==> src/rtl/ucie_fdi_hs_responder.sv <==
// ucie_fdi_hs_responder
//   Responder end of the FDI clock and rx_active four-phase handshakes. Ungates
//   the local clock on any request, acknowledges clk_req after ACK_DLY cycles
//   of running clock, grants rx_active when the receive path is ready and keeps
//   the clock running until the receive path has drained.
//
//   Optional feature macro: UCIE_FDI_HS_TIMEOUT_EN
//     defined   : DRAIN gives up after DRAIN_TMO cycles and pulses err_o
//     undefined : DRAIN waits for rx_empty_i forever, err_o tied 0
//
// Parameters
//   ACK_DLY    cycles from clk_en_o rising to clk_ack_o rising (>=1)
//   DRAIN_TMO  drain timeout in cycles (timeout build only)
//
// Ports
//   clk_i, rst_i, swrst_i  clock, sync active-high reset and soft reset
//   clk_req_i / clk_ack_o  clock request / acknowledge
//   rx_active_req_i / rx_active_sts_o  rx_active request / status
//   rx_ready_i, rx_empty_i local receive path ready / drained
//   clk_en_o               local clock-gate enable
//   busy_o                 handshake engine not idle
//   err_o                  one-cycle drain-timeout pulse
module ucie_fdi_hs_responder #(
   parameter int ACK_DLY   = 4,
   parameter int DRAIN_TMO = 16
) (
   input  logic clk_i,
   input  logic rst_i,
   input  logic swrst_i,
   input  logic clk_req_i,
   output logic clk_ack_o,
   input  logic rx_active_req_i,
   output logic rx_active_sts_o,
   input  logic rx_ready_i,
   input  logic rx_empty_i,
   output logic clk_en_o,
   output logic busy_o,
   output logic err_o
);

   localparam int CMAX = (ACK_DLY > DRAIN_TMO) ? ACK_DLY : DRAIN_TMO;
   localparam int CW   = $clog2(CMAX + 1);

   typedef enum logic [2:0] {
      S_IDLE, S_UNGATE, S_CLK_ON, S_RX_ACT, S_DRAIN, S_GATE
   } state_t;

   state_t        state;
   logic [CW-1:0] cnt;
`ifdef UCIE_FDI_HS_TIMEOUT_EN
   logic          err_q;
`endif

   // All outputs are registered alongside the state so that ack, status and
   // enable change on the same edge as the state that implies them.
   always_ff @(posedge clk_i) begin
      if (rst_i || swrst_i) begin
         state           <= S_IDLE;
         cnt             <= '0;
         clk_ack_o       <= 1'b0;
         rx_active_sts_o <= 1'b0;
         clk_en_o        <= 1'b0;
         busy_o          <= 1'b0;
`ifdef UCIE_FDI_HS_TIMEOUT_EN
         err_q           <= 1'b0;
`endif
      end else begin
`ifdef UCIE_FDI_HS_TIMEOUT_EN
         err_q <= 1'b0;
`endif
         case (state)
            S_IDLE: begin
               if (clk_req_i || rx_active_req_i) begin
                  state    <= S_UNGATE;
                  clk_en_o <= 1'b1;
                  busy_o   <= 1'b1;
                  cnt      <= CW'(ACK_DLY - 1);
               end
            end
            // Requests are not looked at here: once ungating starts the ack
            // always completes and CLK_ON deals with a request that went away.
            S_UNGATE: begin
               if (cnt == '0) begin
                  state     <= S_CLK_ON;
                  clk_ack_o <= 1'b1;
               end else begin
                  cnt <= cnt - 1'b1;
               end
            end
            // rx_active takes priority over a dropped clk_req: the clock
            // stays on while the receive side still wants it.
            S_CLK_ON: begin
               if (rx_active_req_i) begin
                  if (rx_ready_i) begin
                     state           <= S_RX_ACT;
                     rx_active_sts_o <= 1'b1;
                  end
               end else if (!clk_req_i) begin
                  state     <= S_GATE;
                  clk_ack_o <= 1'b0;
               end
            end
            S_RX_ACT: begin
               if (!rx_active_req_i) begin
                  state <= S_DRAIN;
                  cnt   <= CW'(DRAIN_TMO - 1);
               end
            end
            // Status stays up until the receive path is empty; a new
            // rx_active request is only considered back in CLK_ON.
            S_DRAIN: begin
               if (rx_empty_i) begin
                  state           <= S_CLK_ON;
                  rx_active_sts_o <= 1'b0;
               end
`ifdef UCIE_FDI_HS_TIMEOUT_EN
               else if (cnt == '0) begin
                  state           <= S_CLK_ON;
                  rx_active_sts_o <= 1'b0;
                  err_q           <= 1'b1;
               end else begin
                  cnt <= cnt - 1'b1;
               end
`endif
            end
            // Ack already dropped on entry; the enable follows one cycle later.
            S_GATE: begin
               state    <= S_IDLE;
               clk_en_o <= 1'b0;
               busy_o   <= 1'b0;
            end
            default: begin
               state           <= S_IDLE;
               clk_ack_o       <= 1'b0;
               rx_active_sts_o <= 1'b0;
               clk_en_o        <= 1'b0;
               busy_o          <= 1'b0;
            end
         endcase
      end
   end

`ifdef UCIE_FDI_HS_TIMEOUT_EN
   assign err_o = err_q;
`else
   assign err_o = 1'b0;
`endif

endmodule
==> config.mk <==
export PLATFORM = sky130hd
export DESIGN_NAME = ucie_fdi_hs_responder
export DESIGN_NICKNAME = d
export VERILOG_FILES = /design/src/rtl/ucie_fdi_hs_responder.sv
export SDC_FILE = /design/constraint.sdc
export NUM_CORES = 1
export LEC_CHECK = 0
export CORE_AREA = 2 2 39 41
export DETAILED_ROUTE_END_ITERATION = 10
export DIE_AREA = 0 0 41 43
export PLACE_DENSITY_LB_ADDON = 0.25
export RECOVER_POWER = 25
export SYNTH_ARGS = -nofsm -noshare
export SYNTH_HDL_FRONTEND = slang
export SYNTH_SLANG_ARGS = --single-unit
==> constraint.sdc <==
create_clock -name clk_i -period 2.7 [get_ports clk_i]
set_input_delay 0.27 -clock clk_i [delete_from_list [all_inputs] [get_ports clk_i]]
set_output_delay 0.27 -clock clk_i [all_outputs]
set_load 0.1 [all_outputs]
==> results.ini, run 1 <==
[cts]
holdBufCountCts=0
htree_levels=1
cts_tree=built
path_clk_slew_ns=0.07
cts_root_buf=clkbuf_4
cts_setup_buffers=0
max-clock-path-buffers=2
clk-insertion-delay-late_ns=0.26
numClockSinks=11
numCtsBuffers=3
cts_resized=0

[place]
gp_congestion=0.859
portBuffers=10
place_area_um2=759
hpwl_um=1130

[grt]
antenna_found_initial=0
grt_max_degree=15
grt_pass1_vias=587
grt_pass1_wl_um=2430
grt_use_total=0.199
grt-ovfl-total=0

[logic_synthesis]
synthCells=89
synth_area_per_cell_um2=7.83
syn_nets=98
synth_cell_types=35
ys_ff_latch=11
ys_seq_area_frac=0.316
syn-cell-area_um2=697
ys_warn_count=0

[floorplanning]
die_w_um=41
fp.dieH_um=43
start_util=0.504
io_pins=12
core-area_um2=1380
rows=14
die_area_um2=1760

[power_and_ir_drop]
power.leakage_nw=0.284
p_clk_frac=0.282
switching_share=0.337
p_int_mw=0.265
pwr-share-comb=0.270
ir_worst_vdd_mv=0.254
power_density_nw_per_um2=513
total_power_mw=0.399
sequentialPowerShare=0.448
p_switching_mw=0.135

[critical_path]
crit_type=register to register
end_kind=register
path_max_fanout=7
cp.required_ns=2.86
cp-start-kind=register
worstPathArrival_ns=2.10

[drt]
detail-route-antenna-nets=0
vias=662
vias_per_cell=5.96
first_pass_iters=4
wl_met3_um=48
drtIter0Drc=12
drt-met1-wl_um=669
drc=0
wire_per_inst_um=13.5
drt-total-wl_um=1500
wl_met2_um=754
highest_layer=met4

[min_path]
min_path_type=register to register

[sta]
fin_crit_sh=0.720
finalCriticalPeriod_ns=1.94
rsz0062_at_grt=false
maxSlewHeadroom=0.230
hold_ws_ns=0.482
hold_viol_final=0
final.setup.tns_ns=0
maxSlewViolCount=0
tightest_slew_ns=1.16
setup_viol=0
fmax_mhz=515
clock_skew_ns=0.00306

[cells_and_area]
nets=105
final_cell_area_um2=778
diodes=0
area_growth_pct=11.7
fin_util=0.562
drive_above_1_share=0.137

[job]
max_cap_viol_count=0

[outcome]
status=completed

## synth_stat cells
| master | count | area share |
|---|---|---|
| or3_2 | 2 | 0.022 |
| o21ba_2 | 1 | 0.014 |
| nand3b_1 | 1 | 0.011 |
| nand3_1 | 1 | 0.0072 |
| inv_1 | 5 | 0.027 |
| ha_1 | 2 | 0.036 |
| o221a_2 | 1 | 0.016 |
| a41o_2 | 1 | 0.016 |
| nor2_1 | 11 | 0.059 |
| buf_2 | 1 | 0.0072 |
| a21boi_1 | 1 | 0.011 |
| or4b_1 | 1 | 0.014 |
| o22ai_1 | 1 | 0.0090 |
| o211ai_1 | 1 | 0.011 |
| a21oi_1 | 10 | 0.072 |
| o21ai_0 | 7 | 0.050 |
| dfxtp_1 | 11 | 0.32 |
| nor3_1 | 1 | 0.0072 |
| nand2b_1 | 3 | 0.027 |
| a211o_1 | 1 | 0.013 |
| o31ai_1 | 1 | 0.011 |
| clkbuf_2 | 1 | 0.0072 |
| buf_6 | 1 | 0.016 |
| buf_4 | 2 | 0.022 |
| a211oi_1 | 1 | 0.011 |
| conb_1 | 1 | 0.0054 |
| o311ai_0 | 1 | 0.013 |
| a21oi_2 | 1 | 0.013 |
| o221a_1 | 1 | 0.016 |
| or2_2 | 1 | 0.0090 |
| o211a_1 | 1 | 0.014 |
| o221ai_4 | 1 | 0.038 |
| nand2_1 | 7 | 0.038 |
| a31oi_1 | 3 | 0.027 |
| clkbuf_1 | 3 | 0.016 |
## area by class of cell
type / count / area [µm²]
flip-flops and latches: 11 / 220
repair buffers: 10 / 82.6
multi-input cells: 65 / 410
clock buffers: 4 / 26.3
inverters: 5 / 18.8
fillers: 141 / 606
well taps: 16 / 20.0
## cell families (layout without fill, tap and decap cells)
group | count (synthesis) | after routing | share of synthesized area
AOI/OAI and AO/OA | 34 | 34 | 0.354
and+or+nand+nor | 28 | 28 | 0.194
buffers and inverters | 13 | 19 | 0.0951
DFF | 11 | 11 | 0.316
adders and majority gates | 2 | 2 | 0.0359
other | 1 | 1 | 0.00538
## critical path, stage by stage (launching register included)
cell and delay (ns):
dfxtp_1 0.33, inv_1 0.12, ha_1 0.16, or4b_1 0.61
o221ai_4 0.32, nor2_1 0.08, o221a_1 0.22
## worst paths after layout
path / start / end / slack (ns) / depth (start not counted)
setup / recovery: cnt[0]$_SDFFE_PP0P_ / cnt[2]$_SDFFE_PP0P_ / 0.76 / 6
setup reg to reg: cnt[0]$_SDFFE_PP0P_ / cnt[2]$_SDFFE_PP0P_ / 0.76 / 6
hold reg to reg: clk_ack_o$_SDFFE_PP0P_ / clk_ack_o$_SDFFE_PP0P_ / 0.48 / 2
hold / removal: clk_ack_o$_SDFFE_PP0P_ / clk_ack_o$_SDFFE_PP0P_ / 0.48 / 2
## state kept, by name, indices dropped and copies added, names as in the netlist
register,flops
cnt,5
clk_ack_o,1
state,3
rx_active_sts_o,1
busy_o,1
## power groups by stage
| stage | sequential [mW] | combinational (mW) | clock [mW] |
|---|---|---|---|
| floorplan | 0.190 | 0.0829 | 0 |
| CTS | 0.179 | 0.109 | 0.114 |
| global placement | 0.183 | 0.107 | 0 |
| detailed placement | 0.183 | 0.109 | 0 |
| finish | 0.179 | 0.108 | 0.113 |
| global route | 0.180 | 0.117 | 0.123 |
## per-layer routing
| layer | global-route usage | up-vias |
|---|---|---|
| met1 | 0.258 | 316 |
| met4 | 0.0800 | 0 |
| met3 | 0.0314 | 5 |
| met5 | 0 | - |
| li1 | - | 327 |
| met2 | 0.313 | 14 |
## through the flow
step	setup WS [ns]	instances
after floorplan	0.958	89
after global placement	0.755	107
after detailed placement	0.713	107
after CTS	0.745	111
after global routing	0.647	111
final	0.757	111
## layout by cell type, fill, tap and decap left out
master           synthesis  final
o221ai_4                 1      1
a211o_1                  1      1
o211a_1                  1      1
o211ai_1                 1      1
nand2_1                  7      7
o31ai_1                  1      1
nand3_1                  1      1
clkbuf_4                 0      3
ha_1                     2      2
a211oi_1                 1      1
a21oi_1                 10     10
conb_1                   1      1
clkdlybuf4s50_1          0      6
a21boi_1                 1      1
o21ba_2                  1      1
or3_2                    2      2
or2_2                    1      1
or4b_1                   1      1
o221a_2                  1      1
inv_1                    5      5
dfxtp_1                 11     11
nand3b_1                 1      1
clkbuf_1                 3      3
nand2b_1                 3      3
buf_4                    2      2
nor3_1                   1      1
a21oi_2                  1      1
o21ai_0                  7      7
nor2_1                  11     11
o221a_1                  1      1
o22ai_1                  1      1
a41o_2                   1      1
o311ai_0                 1      1
a31oi_1                  3      3
(Power assumes the default switching activity.)
==> run 2: changes to the inputs <==
Settings changed: CORE_AREA 2 2 39 41 to not set, CORE_MARGIN set to 2, CORE_UTILIZATION set to 45, DIE_AREA 0 0 41 43 to not set.
Clock period 2.7 ns to 1.62 ns, I/O delays scaled along.
==> run 2 against run 1 <==
Sequential power increased by 65%. Routed wire length increased by 10%. Design area is 18% higher. Core utilization is 6.3 points higher. Maximum frequency increased by 17%. Critical endpoint unchanged. The flow now finishes with violations (setup timing). Critical path type unchanged.
==> results.ini, run 2 (synthesis gave the netlist of run 1 again) <==
[place]
pre_cts_ws_ns=-0.138  ; -0.851 ns
portBuffers=10  ; unchanged
hpwl_um=1290  ; +14%
place_inst=121  ; +13%
gp_congestion=0.842  ; -2.0%

[sta]
maxSlewHeadroom=0.642  ; +0.411
fmax_mhz=602  ; +17%
final.setup.worst_slack_ns=-0.0415  ; -0.798 ns
hold_ws_ns=0.479  ; -0.00245 ns
hold_viol_final=0  ; unchanged
maxSlewViolCount=0  ; unchanged
setup_viol=3  ; +3
tightest_slew_ns=0.540  ; -0.619 ns
clock_skew_ns=0.000430  ; -0.00263 ns
rsz0062_at_grt=true
fin_crit_sh=1.03  ; +0.306
finalCriticalPeriod_ns=1.66  ; -0.282 ns

[critical_path]
worst-path-stages=6  ; unchanged
cpPeakStageDelay_ns=0.51  ; -0.10 ns
cp-start-kind=register
end_kind=register
reg2regPathDepth=6  ; unchanged
cp.required_ns=1.80  ; -1.06 ns
critical_path.cell_chain=inv_2 -> ha_1 -> or4b_4 -> o221ai_4 -> nor2_1 -> o221a_1
crit_type=register to register
cp_top_family=simple AND/OR/NAND/NOR gates
critical_path_buf_inv_count=1  ; unchanged
crit_path_top_delay_cell=or4b_4
worstPathArrival_ns=1.84  ; -0.26 ns
path_max_fanout=7  ; unchanged

[cts]
max-clock-path-buffers=2  ; unchanged
path_clk_slew_ns=0.08  ; about the same
clk-insertion-delay-late_ns=0.28  ; +0.02 ns
numClockSinks=11  ; unchanged
htree_levels=1  ; unchanged
numCtsBuffers=3  ; unchanged
cts_root_buf=clkbuf_4
cts_setup_buffers=0  ; unchanged
cts_tree=built
holdBufCountCts=0  ; unchanged

[power_and_ir_drop]
power_density_nw_per_um2=798  ; +56%
ir_worst_vdd_mv=0.442  ; +74%
p_clk_frac=0.279  ; -0.003
pwr-share-comb=0.318  ; +0.048
switching_share=0.342  ; +0.00510
power.leakage_nw=0.367  ; +29%
p_switching_mw=0.251  ; +87%
sequentialPowerShare=0.403  ; -0.045
p_int_mw=0.483  ; +82%

[cells_and_area]
final_common_cell=buf_4
drive_above_1_share=0.312  ; +0.175
largest_reg_flops=5  ; unchanged
multi_input_area_um2=418  ; +1.8%
area_growth_pct=32.0
nets=119  ; +13%
seqCellArea_um2=221  ; +0.57%
n_fill_cell=133  ; -5.7%
reg.largest.list=cnt: 5 flops, state: 3 flops
fin_util=0.625  ; +0.0626
regMostFlops=cnt
fin_cells=125  ; +13%
diodes=0  ; unchanged
mostFrequentLayoutCells=buf_4 (14), nor2_1 (11), dfxtp_1 (10), a21oi_1 (9), nand2_1 (7)

[grt]
grt_pass1_wl_um=2830  ; +17%
grt_pass1_vias=676  ; +15%
grt_use_total=0.206  ; +0.00757
grt-ovfl-total=0  ; unchanged
grt_max_degree=12  ; -3
antenna_found_initial=0  ; unchanged

[outcome]
status=complete, but fails checks
violations=setup timing

[job]
max_cap_viol_count=0  ; unchanged

[drt]
wire_per_inst_um=13.2  ; -2.2%
detail-route-antenna-nets=0  ; unchanged
first_pass_iters=4  ; unchanged
drc=0  ; unchanged
drt-total-wl_um=1650  ; +10%
vias_per_cell=5.86  ; -1.8%
vias=732  ; +11%
drtIter0Drc=19  ; +7

[min_path]
hold_depth=2  ; unchanged
min_path_type=register to register

[floorplanning]
core-area_um2=1470  ; +6.3%
rows=14  ; unchanged
fp.dieH_um=43.4  ; +0.83%
die_area_um2=1880  ; +6.6%
start_util=0.474  ; -0.0300
die_w_um=43.4  ; +5.7%
io_pins=12  ; unchanged

run 2: area by class of cell:
type                       instances  area share
timing repair buffer              24       0.234
clock buffer                       4      0.0286
inverter                           5      0.0204
sequential                        11       0.241
tap                               16      0.0218
multi-input combinational         65       0.454
run 2: routing by layer:
layer | share of wire | track usage | vias to the layer above
met5 | 0 | 0 | -
met4 | 0.041 | 0.109 | 0
met3 | 0.094 | 0.0542 | 11
met2 | 0.41 | 0.296 | 44
met1 | 0.46 | 0.284 | 315
li1 | - | - | 362
run 2: power groups by stage:
stage	combinational (mW)	sequential (mW)	clock, mW
floorplan	0.138	0.317	0
global placement	0.226	0.302	0
detailed placement	0.229	0.302	0
CTS	0.234	0.296	0.197
global route	0.252	0.298	0.208
finish	0.233	0.296	0.205
run 2: stage by stage:
stage	area (µm²)	setup TNS (ns)	total power, mW
after global placement	916	-0.279	0.527
after CTS	950	-0.0316	0.727
after detailed placement	916	-0.542	0.531
after floorplan	698	-0.0344	0.455
after global routing	920	-0.498	0.757
final	920	-0.0745	0.734
run 2: worst paths after layout:
path	start	endpoint	slack, ns
worst max register to register	cnt[0]$_SDFFE_PP0P_	cnt[2]$_SDFFE_PP0P_	-0.04
worst max-delay path	cnt[0]$_SDFFE_PP0P_	cnt[2]$_SDFFE_PP0P_	-0.04
worst min-delay path	clk_ack_o$_SDFFE_PP0P_	clk_ack_o$_SDFFE_PP0P_	0.48
worst min register to register	clk_ack_o$_SDFFE_PP0P_	clk_ack_o$_SDFFE_PP0P_	0.48
run 2: worst min-delay path: stages (launching register included):
cell and delay [ns]:
dfxtp_1 0.32, nand2_1 0.06, a21oi_1 0.05
run 2: timing repair:
item                                    CTS  global route
pin swaps                                 0             0
hold endpoints to repair                  0             0
resized for setup                         2             1
endpoints found under the setup margin    6             6
==> run 3: changes to the inputs <==
Settings changed: GPL_TIMING_DRIVEN set to 0, HOLD_SLACK_MARGIN set to 0.12.
==> run 3 against run 2 <==
The flow still finishes with violations (setup timing). Cell count shrank 0.80%. Core utilization shrank 1.6 points. Flip-flop and latch count is the same. Clock skew is 0.0038 ns higher. Via count rose by 3.7%. Sequential share of layout area is 0.78 points higher. Register-to-register slack worse by 0.02 ns. Routed wire length is 8.4% higher. Clock power about the same. First-iteration DRC count up 68%. Power shrank 0.14%. Critical endpoint unchanged. Highest routed layer unchanged.
==> results.ini, run 3 (synthesis gave the netlist of run 1 again) <==
[sta]
tightest_slew_ns=0.548  ; +0.00758 ns
setup_viol=5  ; +2
final.setup.worst_slack_ns=-0.0648  ; -0.0233 ns
final.setup.tns_ns=-0.166  ; -0.0919 ns
rsz0062_at_grt=true
finalCriticalPeriod_ns=1.68  ; +0.0233 ns
fmax_mhz=594  ; -1.4%
clock_skew_ns=0.00425  ; +0.00382 ns
hold_viol_final=0  ; unchanged
hold_ws_ns=0.378  ; -0.101 ns
fin_crit_sh=1.04  ; +0.0144
maxSlewHeadroom=0.637  ; -0.00488
maxSlewViolCount=0  ; unchanged

[grt]
antenna_found_initial=0  ; unchanged
grt_pass1_vias=657  ; -2.8%
grt_use_total=0.211  ; +0.00466
grt_max_degree=11  ; -1
grt-ovfl-total=0  ; unchanged
grt_pass1_wl_um=2920  ; +3.1%

[critical_path]
cp-start-kind=register
crit_path_top_delay_cell=or4b_4
worstPathArrival_ns=1.86  ; +0.02 ns
end_kind=register
cp_top_family=simple AND/OR/NAND/NOR gates
crit_type=register to register
cpPeakStageDelay_ns=0.50  ; about the same
cp.required_ns=1.79  ; about the same
critical_path_buf_inv_count=1  ; unchanged
path_max_fanout=7  ; unchanged
critical_path.cell_chain=inv_2 -> ha_4 -> or4b_4 -> o221ai_4 -> nor2_1 -> o221a_1

[floorplanning]
io_pins=12  ; unchanged
core-area_um2=1470  ; unchanged
die_area_um2=1880  ; unchanged
rows=14  ; unchanged
die_w_um=43.4  ; unchanged
start_util=0.474  ; unchanged
fp.dieH_um=43.4  ; unchanged

[place]
pre_cts_ws_ns=-0.162  ; -0.0240 ns
place_area_um2=808  ; -12%
gp_congestion=0.875  ; +3.9%
hpwl_um=1170  ; -9.3%
portBuffers=9  ; -1

[cts]
path_clk_slew_ns=0.08  ; about the same
holdBufCountCts=0  ; unchanged
numClockSinks=11  ; unchanged
cts_root_buf=clkbuf_4
clk-insertion-delay-late_ns=0.28  ; about the same
htree_levels=1  ; unchanged
max-clock-path-buffers=2  ; unchanged
numCtsBuffers=3  ; unchanged
cts_tree=built

[cells_and_area]
drive_above_1_share=0.306  ; -0.00637
final_common_cell=nor2_1
nets=118  ; -0.84%
n_fill_cell=138  ; +3.8%
seqCellArea_um2=223  ; +0.57%
regMostFlops=cnt
area_growth_pct=28.5
largest_reg_flops=5  ; unchanged
mostFrequentLayoutCells=nor2_1 (11), a21oi_1 (9), buf_4 (9), dfxtp_1 (9), nand2_1 (7)
reg.largest.list=cnt: 5 flops, state: 3 flops
final_cell_area_um2=896  ; -2.6%
diodes=0  ; unchanged
multi_input_area_um2=430  ; +3.0%

[drt]
detail-route-antenna-nets=0  ; unchanged
drc=0  ; unchanged
drt-total-wl_um=1790  ; +8.4%
vias=759  ; +3.7%
first_pass_iters=4  ; unchanged
wire_per_inst_um=14.4  ; +9.3%
vias_per_cell=6.12  ; +4.5%
drtIter0Drc=32  ; +13

[power_and_ir_drop]
power_density_nw_per_um2=818  ; +2.5%
ir_worst_vdd_mv=0.412  ; -6.9%
power.leakage_nw=0.343  ; -6.7%

[job]
max_cap_viol_count=0  ; unchanged

[outcome]
status=complete, but fails checks
violations=setup timing

[min_path]
min_path_type=input pin to register

[run 3: worst paths after layout]
path	from	endpoint	slack, ns	depth (start not counted)
min	rx_active_req_i	state[0]$_SDFFE_PP0P_	0.38	3
max	cnt[1]$_SDFFE_PP0P_	cnt[2]$_SDFFE_PP0P_	-0.06	6
min reg2reg	busy_o$_SDFFE_PP0P_	busy_o$_SDFFE_PP0P_	0.50	2
max reg2reg	cnt[1]$_SDFFE_PP0P_	cnt[2]$_SDFFE_PP0P_	-0.06	6
[run 3: power breakdown]
group          total [mW]  internal, mW  switching, mW  leakage [nW]
sequential          0.292         0.283        0.00853        0.0904
clock               0.203        0.0956          0.108        0.0150
combinational       0.238        0.0978          0.140         0.238
[run 3: worst min-delay path, cell delays in order]
cell and delay [ns]:
clkbuf_2 0.17, o311ai_0 0.15, a21oi_1 0.14
[run 3: repair_timing]
| item | CTS | global route |
|---|---|---|
| buffers inserted | 6 | 1 |
| gates resized for setup | 15 | 5 |
| setup endpoints to repair | 9 | 8 |
| endpoints found under the hold margin | 0 | 0 |
| pin swaps | 2 | 3 |
[run 3: area by class of cell]
class                   count  area share
multi-input cells          65       0.480
clock buffers               4      0.0293
inverters                   5      0.0209
plain buffers               7      0.0405
well taps                  16      0.0223
flip-flops and latches     11       0.249
repair buffers             16       0.158
[run 3: stage by stage]
stage | std cells | utilization | power [mW]
floorplan | 89 | - | 0.455
global placement | 114 | 0.549 | 0.500
detailed placement | 114 | 0.549 | 0.503
CTS | 123 | 0.605 | 0.716
global route | 124 | 0.609 | 0.759
finish | 124 | 0.609 | 0.733
[run 3: layer usage]
metal | GRT usage | part of all wire | up-vias
met3 | 0.0542 | 0.069 | 9
li1 | - | - | 361
met1 | 0.282 | 0.45 | 350
met5 | 0 | 0 | -
met4 | 0.139 | 0.044 | 0
met2 | 0.299 | 0.43 | 39
==> RTL edit 1, RTL diff (flow settings as in run 3) <==
Encoding of `state_t`: now Gray code (3 bits for 6 states).
--- a/src/rtl/ucie_fdi_hs_responder.sv
+++ b/src/rtl/ucie_fdi_hs_responder.sv
@@ -42,7 +42,7 @@
    localparam int CW   = $clog2(CMAX + 1);
 
    typedef enum logic [2:0] {
-      S_IDLE, S_UNGATE, S_CLK_ON, S_RX_ACT, S_DRAIN, S_GATE
+      S_IDLE = 3'b000, S_UNGATE = 3'b001, S_CLK_ON = 3'b011, S_RX_ACT = 3'b010, S_DRAIN = 3'b110, S_GATE = 3'b111
    } state_t;
 
    state_t        state;
Check against the original RTL: no difference found for any inputs over 10 cycles, from zero or initial values; not proved beyond that.
==> RTL edit 1 against run 3 <==
Area after synthesis is 3.8% higher. Synthesized cell count is 3.4% higher. Cell count is 1.6% lower. Die area is 3.4% higher. Sequential cell count stayed put. Wire length is 9.5% lower. Sequential power hardly changed. Cell area is 0.70% higher. Setup slack better by 0.083 ns. Global-route usage is 2.6 points lower. Power is 2.6% lower.
==> RTL edit 1: results (changes against run 3) <==
Synth cell types: 40 (+14%)
Syn. warnings: 0 (unchanged)
CTS buffer count: 3 (unchanged)
CP max stage delay: 0.45 ns (-0.05 ns)
Synth area leaders: dfxtp_1, a21oi_1, nor2_1
routed len/inst: 13.2 um (-8.0%)
multiplexer share of the synthesized area: 0% (unchanged)
critical path's top delay family: compound AO/OA/AOI/OAI gates
asr flop ratio synth: 0% (unchanged)
VDD IR-drop max: 0.000381 V (-7.4%)
GRT overflow: 0 (unchanged)
Final Non-Filler Cells: 122 (-1.6%)
Net Sw Frac: 34.5% (-0.52 points)
first-pass iteration count of the detailed router: 4 (unchanged)
Hold Crit Start: rx_active_req_i
leakage: 0.355 nW (+3.6%)
vias per std cell: 5.81 (-5.1%)
Slowest-stage cell, CP: or4b_4
H-tree lvl count: 1 (unchanged)
synth cell count leaders: dfxtp_1, nor2_1, nand2_1
Fillers: 137 (-0.72%)
antenna cells: 0 (unchanged)
Syn Area/Cell: 7.86 um^2 (+0.39%)
dpl hpwl: 1110 um (-5.0%)
first-pass GRT wire length: 2680 um (-8.3%)
syn nets: 101 (+3.1%)
DRT iter0 DRCs: 22 (-31%)
post-synthesis sequential area ratio: 30.4% (-1.1 points)
largest net degree at the start of global routing: 11 (unchanged)
Clock Skews: 0.00623 ns (+0.00198 ns)
Hold Path Class: in2reg
vias in the first global route: 652 (-0.76%)
Bufs on Longest Clock Path: 2 (unchanged)
arrival time at the worst endpoint: 1.79 ns (-0.07 ns)
Top Registers: cnt x5, state x3
Clock Latency Late Sink: 0.28 ns (about the same)
CP max FO: 3 (-4)
clock slew at reported path FFs: 0.08 ns (about the same)
layout cells sized above 1: 26.4% (-4.1 points)
Post-Synth XOR/XNOR Area: 0% (unchanged)
run status: finished clean
GRT Total Usage: 18.5% (-2.6 points)
gpl congestion: 0.794 (-9.3%)
Port Buffer Count: 9 (unchanged)
initial antenna violation count: 0 (unchanged)
Synth Area in Adders: 3.46% (-0.13 points)
FF-to-FF Start: cnt[1]
CTS Root Cell: clkbuf_4
Synth Area in Compound Gates: 29.1% (-6.3 points)
crit start category: flip-flop
Slew headroom: 64.0% (+0.32 points)
-- RTL edit 1: cell types whose count changed in the layout (fill, tap and decap cells not counted), sizes merged, moves of 2 or more --
cell	delta
a211oi	+2
a21oi	-4
buf	-2
nand2b	-2
nor2	-2
nor3	+4
o21a	+2
o21ai	-3
o221a	-2
o22ai	+3
-- RTL edit 1: worst paths after layout --
path,end,slack (ns),depth (start not counted)
max,state[2],0.02,6
min,rx_active_sts_o,0.30,3
max reg2reg,state[2],0.02,6
min reg2reg,cnt[1],0.51,2
-- RTL edit 1: worst min-delay path, stage by stage --
cell,delay [ns]
buf_4,0.13
a41oi_1,0.11
nor3_1,0.11
-- RTL edit 1: power by group through the flow --
| stage | logic, mW | registers (mW) | clock network (mW) |
|---|---|---|---|
| floorplan | 0.139 | 0.313 | 0 |
| global placement | 0.198 | 0.296 | 0 |
| detailed placement | 0.201 | 0.297 | 0 |
| CTS | 0.222 | 0.292 | 0.203 |
| global route | 0.242 | 0.294 | 0.218 |
| finish | 0.222 | 0.292 | 0.200 |
-- RTL edit 1: timing repair --
| item | in CTS | in global routing |
|---|---|---|
| pin swaps | 2 | 1 |
| buffers inserted | 2 | 0 |
| gates resized for setup | 18 | 3 |
| setup endpoints to repair | 9 | 7 |
| endpoints found under the hold margin | 0 | 0 |
-- RTL edit 1: area by class of cell --
cell class                      instances  share of cell area (%)
Multi-Input combinational cell         68                    51.7
Sequential cell                        11                    24.7
Timing Repair Buffer                   11                    10.8
Buffer                                  8                    5.96
Clock buffer                            4                    2.91
Tap cell                               16                    2.22
Inverter                                4                    1.66
-- RTL edit 1: per-layer routing --
metal	vias to the layer above	routed length (um)	GRT usage, %
met3	5	86	3.67
met2	25	760	29.4
met5	-	0	0
met1	318	740	23.7
met4	0	28	9.09
li1	361	-	-
-- RTL edit 1: kinds of logic (layout without fill, tap and decap cells) --
| kind of cell | count (synthesis) | after routing |
|---|---|---|
| DFF | 11 | 11 |
| and+or+nand+nor | 35 | 35 |
| buffers and inverters | 13 | 27 |
| other | 1 | 1 |
| adders and majority gates | 2 | 2 |
| AOI/OAI and AO/OA | 30 | 30 |
-- RTL edit 1: through the flow --
step | utilization [%] | worst slack [ns] | area (um^2) | hold WS (ns) | setup TNS, ns
final | 59.9 | 0.0180 | 902 | 0.295 | 0
after global routing | 59.9 | -0.0436 | 902 | 0.319 | -0.0436
after CTS | 60.5 | 0.000352 | 911 | 0.295 | 0
after detailed placement | 55.3 | -0.154 | 833 | 0.486 | -0.464
after global placement | 55.3 | -0.137 | 833 | 0.475 | -0.322
after floorplan | - | 0.0237 | 723 | 0.353 | 0
==> RTL edit 2, RTL diff (flow settings as in run 3) <==
Without the edit above. The option `UCIE_FDI_HS_TIMEOUT_EN` is turned on by a define.
--- a/src/rtl/ucie_fdi_hs_responder.sv
+++ b/src/rtl/ucie_fdi_hs_responder.sv
@@ -20,6 +20,8 @@
 //   clk_en_o               local clock-gate enable
 //   busy_o                 handshake engine not idle
 //   err_o                  one-cycle drain-timeout pulse
+`define UCIE_FDI_HS_TIMEOUT_EN
+
 module ucie_fdi_hs_responder #(
    parameter int ACK_DLY   = 4,
    parameter int DRAIN_TMO = 16
Check against the original RTL: no difference found for any inputs over 10 cycles, from zero or initial values; that may be too few to reach the edited logic, so the function may still have changed.
==> RTL edit 2 against run 3 <==
The run still ends with negative setup slack left. Cell area rose by 11%. Worst hold slack worse by 0.084 ns. Wire length rose by 4.6%. Power increased by 2.0%. Sequential cell count grew 1. Area after synthesis is 2.9% higher. Die area up 2.6%. Setup slack improved by 0.059 ns. Critical path type unchanged. Critical endpoint unchanged. Largest power group unchanged.
==> RTL edit 2: results (changes against run 3) <==
H-tree lvl count: 1 (unchanged)
CP max FO: 5 (-2)
run status: complete, but fails checks
initial antenna violation count: 0 (unchanged)
Fillers: 124 (-10%)
actual slew at the worst max-slew pin: 0.957 ns (+0.409 ns)
ys flop type: dfxtp_1
Bufs on Longest Clock Path: 2 (unchanged)
GRT Total Usage: 19.8% (-1.3 points)
post-synthesis sequential area ratio: 33.5% (+1.9 points)
Net Sw Frac: 33.4% (-1.6 points)
leakage: 0.399 nW (+16%)
Slowest-stage cell, CP: or4b_4
synth cell count leaders: dfxtp_1, nor2_1, a21oi_1
Hold Path Class: in2reg
layout cells sized above 1: 26.3% (-4.2 points)
PnR worst setup slack: -0.00599 ns (+0.0588 ns)
dpl hpwl: 1090 um (-6.3%)
Port Buffer Count: 11 (+2)
antenna cells: 0 (unchanged)
Top Registers: cnt x5, state x3
syn nets: 99 (+1.0%)
Setup-failing EPs final: 1 (-4)
CP max stage delay: 0.48 ns (-0.02 ns)
Clock Latency Late Sink: 0.27 ns
Clock Skews: 0.000651 ns (-0.00359 ns)
Post-synth EDFFs: 0 (unchanged)
DP Worst Slack: -0.388 ns (-0.226 ns)
Biggest register: cnt
failing checks: negative setup slack
largest net degree at the start of global routing: 12 (+1)
gpl congestion: 0.788 (-9.9%)
Synth cell types: 31 (-11%)
CTS Root Cell: clkbuf_4
critical path's top delay family: compound AO/OA/AOI/OAI gates
first-pass iteration count of the detailed router: 4 (unchanged)
vias in the first global route: 642 (-2.3%)
DRT iter0 DRCs: 25 (-22%)
arrival time at the worst endpoint: 1.79 ns (-0.07 ns)
CTS buffer count: 3 (unchanged)
first-pass GRT wire length: 2840 um (-2.6%)
nets@finish: 124 (+5.1%)
asr flop ratio synth: 0% (unchanged)
VDD IR-drop max: 0.000597 V (+45%)
Synth area leaders: dfxtp_1, a21oi_1, nor2_1
vias per std cell: 5.77 (-5.7%)
clock slew at reported path FFs: 0.07 ns
WL final: 1870 um (+4.6%)
==> RTL edit 2: final cells by class <==
class	instances	share of cell area (%)
Sequential cell	12	24.7
Buffer	5	2.51
Clock buffer	3	2.26
Multi-Input combinational cell	70	49.5
Tap cell	16	2.01
Timing Repair Buffer	19	17.2
Inverter	5	1.88
==> RTL edit 2: final timing paths <==
path                                 start         endpoint  slack [ns]  cells past startpoint
worst min-delay path            rx_empty_i  rx_active_sts_o        0.29                      4
worst min register to register      cnt[0]           cnt[0]        0.51                      2
worst max-delay path              state[2]           cnt[2]      -0.006                      5
worst max register to register    state[2]           cnt[2]      -0.006                      5
==> RTL edit 2: tightest hold or removal path, stage by stage <==
cell and delay [ns]:
dlymetal6s2s_1 0.11, nor2_1 0.07, o21bai_1 0.12, a21oi_1 0.06
==> RTL edit 2: timing repair <==
action / 4_1_cts / 5_1_grt
hold endpoints to repair: 0 / 0
pin swaps: 6 / 4
gates cloned: 1 / 0
setup endpoints to repair: 11 / 10
buffers inserted: 5 / 3
gates resized for setup: 13 / 14
==> RTL edit 2: per-stage QoR <==
step | setup TNS, ns | cell area (um^2) | cells | util [%] | hold WS, ns
2_1_floorplan | 0 | 718 | 91 | - | 0.316
4_1_cts | -0.0135 | 932 | 127 | 61.9 | 0.518
5_1_grt | -0.103 | 998 | 130 | 66.3 | 0.335
3_3_place_gp | -1.82 | 848 | 118 | 56.3 | 0.483
6_report | -0.00599 | 998 | 130 | 66.3 | 0.294
3_5_place_dp | -1.93 | 848 | 118 | 56.3 | 0.487
==> RTL edit 2: per-layer routing <==
layer  vias to the layer above  part of all wire [%]  wire length (um)  global-route usage (%)
met5                         -                     0                 0                       0
met1                       344                    43               802                    24.7
met2                        28                    50               926                    32.4
met3                         4                   5.9               110                    4.17
li1                        374                     -                 -                       -
met4                         0                   1.6                29                    9.09
==> RTL edit 2: power groups by stage <==
stage | clock [mW] | sequential [mW] | combinational [mW]
6_report | 0.183 | 0.315 | 0.250
5_1_grt | 0.198 | 0.316 | 0.265
4_1_cts | 0.184 | 0.315 | 0.222
3_5_place_dp | 0 | 0.321 | 0.190
3_3_place_gp | 0 | 0.321 | 0.188
2_1_floorplan | 0 | 0.341 | 0.123
==> RTL edit 2: cell families (layout without fill, tap and decap cells) <==
family | count (synthesis) | count (layout) | share of synthesized area [%]
AOI/OAI and AO/OA | 28 | 29 | 29.0
xor gates and xnor gates | 1 | 1 | 1.22
buffers and inverters | 10 | 32 | 5.76
adders and majority gates | 1 | 1 | 1.74
and+or+nand+nor | 39 | 39 | 28.8
DFF | 12 | 12 | 33.5
